[src/rtl/rr_arb4_ctrl.sv]
// rr_arb4_ctrl
// Four-requester round-robin arbiter sharing one resource slot.
// The grant is registered and one-hot. Every release is followed by one idle
// cycle before the next grant can be issued.
//
// Optional feature macro: ARB_TIMEOUT_EN
//   When defined, a hold counter forces a release after HOLD_MAX cycles of
//   grant, and timeout_o pulses for the first idle cycle after that release.
//   When undefined, grants are unbounded and timeout_o is tied to 0.
//
// Ports:
//   clk          system clock, rising edge
//   rst_n        asynchronous active-low reset
//   req_i[3:0]   request vector, bit i = requester i
//   done_i       current owner releases the grant (ignored while idle)
//   gnt_o[3:0]   one-hot grant, zero when idle
//   gnt_id_o     index of current/last granted requester
//   gnt_valid_o  a grant is active
//   timeout_o    one-cycle pulse after a forced release
//
// state  | meaning
// IDLE   | no grant; picks a winner from req_i starting at ptr
// GRANT  | gnt_id owns the slot until done, request drop or hold limit
module rr_arb4_ctrl #(
  parameter int unsigned HOLD_MAX = 15,
  parameter int unsigned CNT_W    = 8
) (
  input  logic       clk,
  input  logic       rst_n,
  input  logic [3:0] req_i,
  input  logic       done_i,
  output logic [3:0] gnt_o,
  output logic [1:0] gnt_id_o,
  output logic       gnt_valid_o,
  output logic       timeout_o
);

  typedef enum logic {S_IDLE = 1'b0, S_GRANT = 1'b1} state_t;

  state_t     state_q;
  logic [1:0] ptr_q;
  logic [1:0] gnt_id_q;
  logic [3:0] gnt_q;
  logic       gnt_valid_q;

  logic       win_found;
  logic [1:0] win_idx;
  logic [1:0] cand;
  logic       nat_rel;
  logic       force_rel;

  // Rotating scan: ptr, ptr+1, ptr+2, ptr+3 (mod 4); first set bit wins.
  always_comb begin
    win_found = 1'b0;
    win_idx   = ptr_q;
    cand      = ptr_q;
    for (int k = 0; k < 4; k++) begin
      cand = ptr_q + 2'(k);
      if (!win_found && req_i[cand]) begin
        win_found = 1'b1;
        win_idx   = cand;
      end
    end
  end

  assign nat_rel = done_i || !req_i[gnt_id_q];

`ifdef ARB_TIMEOUT_EN
  logic [CNT_W-1:0] hold_cnt_q;
  logic             timeout_q;

  // Counter is 0 in the first grant cycle, so HOLD_MAX-1 marks the last one.
  assign force_rel = (hold_cnt_q == CNT_W'(HOLD_MAX - 1));
  assign timeout_o = timeout_q;

  always_ff @(posedge clk or negedge rst_n) begin
    if (!rst_n) begin
      hold_cnt_q <= '0;
      timeout_q  <= 1'b0;
    end else begin
      timeout_q <= 1'b0;
      if (state_q == S_IDLE) begin
        hold_cnt_q <= '0;
      end else if (nat_rel || force_rel) begin
        hold_cnt_q <= '0;
        // A natural release on the limit cycle is not reported as a timeout.
        timeout_q  <= !nat_rel;
      end else begin
        hold_cnt_q <= hold_cnt_q + 1'b1;
      end
    end
  end
`else
  assign force_rel = 1'b0;
  assign timeout_o = 1'b0;
`endif

  always_ff @(posedge clk or negedge rst_n) begin
    if (!rst_n) begin
      state_q     <= S_IDLE;
      ptr_q       <= 2'd0;
      gnt_id_q    <= 2'd0;
      gnt_q       <= 4'b0000;
      gnt_valid_q <= 1'b0;
    end else begin
      case (state_q)
        S_IDLE: begin
          if (win_found) begin
            state_q     <= S_GRANT;
            gnt_id_q    <= win_idx;
            gnt_q       <= 4'b0001 << win_idx;
            gnt_valid_q <= 1'b1;
          end
        end
        S_GRANT: begin
          // done and request drop together still advance the pointer once.
          if (nat_rel || force_rel) begin
            state_q     <= S_IDLE;
            gnt_q       <= 4'b0000;
            gnt_valid_q <= 1'b0;
            ptr_q       <= gnt_id_q + 2'd1;
          end
        end
        default: state_q <= S_IDLE;
      endcase
    end
  end

  assign gnt_o       = gnt_q;
  assign gnt_id_o    = gnt_id_q;
  assign gnt_valid_o = gnt_valid_q;

endmodule

[config.mk]
export PLATFORM = sky130hd
export DESIGN_NAME = rr_arb4_ctrl
export DESIGN_NICKNAME = d
export VERILOG_FILES = /design/src/rtl/rr_arb4_ctrl.sv
export SDC_FILE = /design/constraint.sdc
export NUM_CORES = 1
export LEC_CHECK = 0
export ABC_CLOCK_PERIOD_IN_PS = 3430
export CAP_MARGIN = 20
export CORE_AREA = 2 2 39 41
export DETAILED_ROUTE_END_ITERATION = 10
export DIE_AREA = 0 0 41 43
export MAX_ROUTING_LAYER = met4
export PLACE_DENSITY = 0.69
export SLEW_MARGIN = 10
export SYNTH_ARGS = -nofsm -noshare
export SYNTH_HDL_FRONTEND = slang
export SYNTH_SLANG_ARGS = --single-unit
[constraint.sdc]
create_clock -name clk -period 3.43 [get_ports clk]
set_clock_uncertainty 0.05 [all_clocks]
set_input_delay 0.343 -clock clk [delete_from_list [all_inputs] [get_ports clk]]
set_output_delay 0.343 -clock clk [all_outputs]
set_load 0.01 [all_outputs]
==> impl_metrics.tcl <==
set metrics [dict create \
    root_buffer "clkbuf_4" \
    post_cts_resized 0 \
    fillers 142 \
    first_iter_violations 6 \
    fin_cells 85 \
    synth.most_common_cell "dfrtp_1" \
    r2r_slack_ns 1.80 \
    grt_antenna_before_repair 0 \
    die_w_um 41 \
    critical_path_class "input port to register" \
    end_kind "register" \
    cts_buffers 3 \
    max_cap_violations 0 \
    grt_overflow 0 \
    ios 15 \
    hold_buffers 0 \
    hpwl_um 814.4 \
    start_kind "input port" \
    initial_utilization 0.3888 \
    drc 0 \
    maxClockFrequency_mhz 549.1 \
    layout_worst_path_cycle_share 0.5310 \
    layout.nets 78 \
    final-hold-violation-count 0 \
    gp_congestion 0.7282 \
    fp.dieH_um 43 \
    ys_top_cells_by_count "dfrtp_1 (10), a21oi_1 (5), inv_1 (5), nand2_1 (5), nor2_1 (5)" \
    num_vias 454 \
    hold_path_class "input port to async pin" \
    finalWirelength_um 1098 \
    grt_max_degree 12 \
    syn_area_per_cell_um2 9.782 \
    rows 14 \
    syn_inst 55 \
    seqCellArea_um2 250.2 \
    p_leak_nw 0.2976 \
    synth-seq-cells 10 \
    cp_data_required_time_ns 3.57 \
    p_per_area_mw_per_mm2 868.6 \
    htree_levels 1 \
    place_area_um2 675.6 \
    io_buffers 13 \
    synth_cell_types 24 \
    synth_top_area_share 0.4651 \
    multi_input_area_um2 256.5 \
    synth_top_cell_by_area "dfrtp_1" \
    grt_usage 0.1644 \
    insertion_delay_ns 0.26 \
    p_seq_frac 0.379 \
    clock-sinks 10 \
    num_antenna_cells 0 \
    clkTransAtPathRegs_ns 0.06 \
    setup_viol 0 \
    netSwitchingFraction 0.3810 \
    utilization 0.5045 \
    wire_per_inst_um 12.92 \
    clockBufferDepth 2 \
    design_area_um2 698.2 \
    synthArstFlopShare 1.000 \
    slew_viol_final 0 \
    tritoncts "built" \
    drt-vias-per-instance 5.341 \
    dr.pass1.iters 4 \
    synth.area.top_cells "dfrtp_1 (47%), a21oi_1 (4.7%), mux4_2 (4.2%), inv_1 (3.5%), nand2_1 (3.5%)" \
    grt_pass1_vias 425 \
    cts_setup_buffers 0 \
    combPwrFrac 0.494 \
    ir_drop_mv 0.3944 \
    dp.cells 82 \
    clockPowerShare 0.126 \
    internal_power_w 0.0003754 \
    syn_nets 62 \
    synth_enable_flop_cells 0 \
    area_growth_syn_to_layout_pct 29.77 \
    netSwitchingPower_w 0.0002311 \
    rsz0062_at_grt "no" \
    core_mm2 0.001384 \
    grt_pass1_wl_um 1863 \
    drive_above_1_share 0.1014 \
    tns_ns 0 \
    dieArea_mm2 0.001763 \
    synthFlopType "dfrtp_1" \
    cp_max_fo 11 \
    outcome "complete, no violations" \
    critPathArrivalTime_ns 1.96 \
    ys_seq_area_frac 0.4651 \
    syn_area_um2 538.0 \
    ys_warn_count 0 \
    ant_nets 0 \
    post-route-min-period_ns 1.821 \
]
-- registers in the layout, summed over array words and instances, names as in the netlist --
register     flops
gnt_o            4
gnt_id_o         2
ptr_q            2
gnt_valid_o      1
state_q          1
-- worst paths after layout --
kind / from / depth (start not counted) / to
min in group clk: gnt_o[3] / 2 / gnt_o[3]
max in group asynchronous: rst_n / 1 / gnt_o[1]
max: req_i[1] / 5 / gnt_o[3]
min reg2reg: gnt_o[3] / 2 / gnt_o[3]
max reg2reg: gnt_id_o[0] / 4 / ptr_q[0]
min: rst_n / 1 / gnt_o[3]
-- power by group through the flow --
stage               clock network [W]  registers (W)  logic [W]
detailed placement                  0       0.000231   0.000302
global placement                    0       0.000229   0.000300
finish                      0.0000767       0.000230   0.000300
global route                0.0000890       0.000238   0.000334
CTS                         0.0000829       0.000230   0.000303
floorplan                           0       0.000240   0.000168
-- layer usage --
| layer | share of wire | GRT usage | up-vias |
|---|---|---|---|
| met5 | 0 | - | - |
| met1 | 0.46 | 0.2313 | 213 |
| li1 | - | - | 225 |
| met3 | 0.048 | 0.03141 | 2 |
| met4 | 0.0091 | 0.1200 | 0 |
| met2 | 0.48 | 0.2031 | 14 |
-- layout by cell type (no fill, tap or decap) --
master,n
a21oi_1,5
clkbuf_4,3
or2_2,1
nor2b_1,1
mux4_2,1
a2111oi_2,1
dfrtp_1,10
nor3_1,1
a21oi_4,1
xnor2_1,1
nor3b_1,1
nand2b_1,2
o21ai_0,2
a211o_1,1
nand2_1,5
nor2_1,5
inv_1,5
o32ai_1,2
nor4_1,1
o2bb2ai_1,2
clkdlybuf4s50_1,13
a211oi_1,2
a21o_1,2
conb_1,1
-- through the flow --
stage	hold slack (ns)	worst slack (ns)	total power (W)
global placement	0.4788	1.340	0.0005289
global route	0.3701	1.458	0.0006608
detailed placement	0.4746	1.332	0.0005334
floorplan	-0.002591	1.897	0.0004080
finish	0.3468	1.609	0.0006064
CTS	0.3501	1.610	0.0006156
-- area by class of cell --
cell class,count,share of cell area
Sequential cell,10,0.3584
Tap cell,16,0.02867
Clock buffer,3,0.03226
Multi-Input combinational cell,38,0.3674
Timing Repair Buffer,13,0.1864
Inverter,5,0.02688
-- worst max-delay path: stages --
cell             delay, ns
clkdlybuf4s50_1       0.58
nor4_1                0.10
or2_2                 0.38
nor3_1                0.40
o2bb2ai_1             0.16
-- cell families (layout without fill, tap and decap cells) --
logic type,count (synthesis),count (layout),share of synthesized area
xor gates and xnor gates,1,1,0.01628
AOI/OAI and AO/OA,18,18,0.2605
DFF,10,10,0.4651
and+or+nand+nor,17,17,0.1512
muxes,1,1,0.04186
buffers and inverters,7,21,0.05814
other,1,1,0.006970
Note: power is estimated with default switching activity, not from simulation.
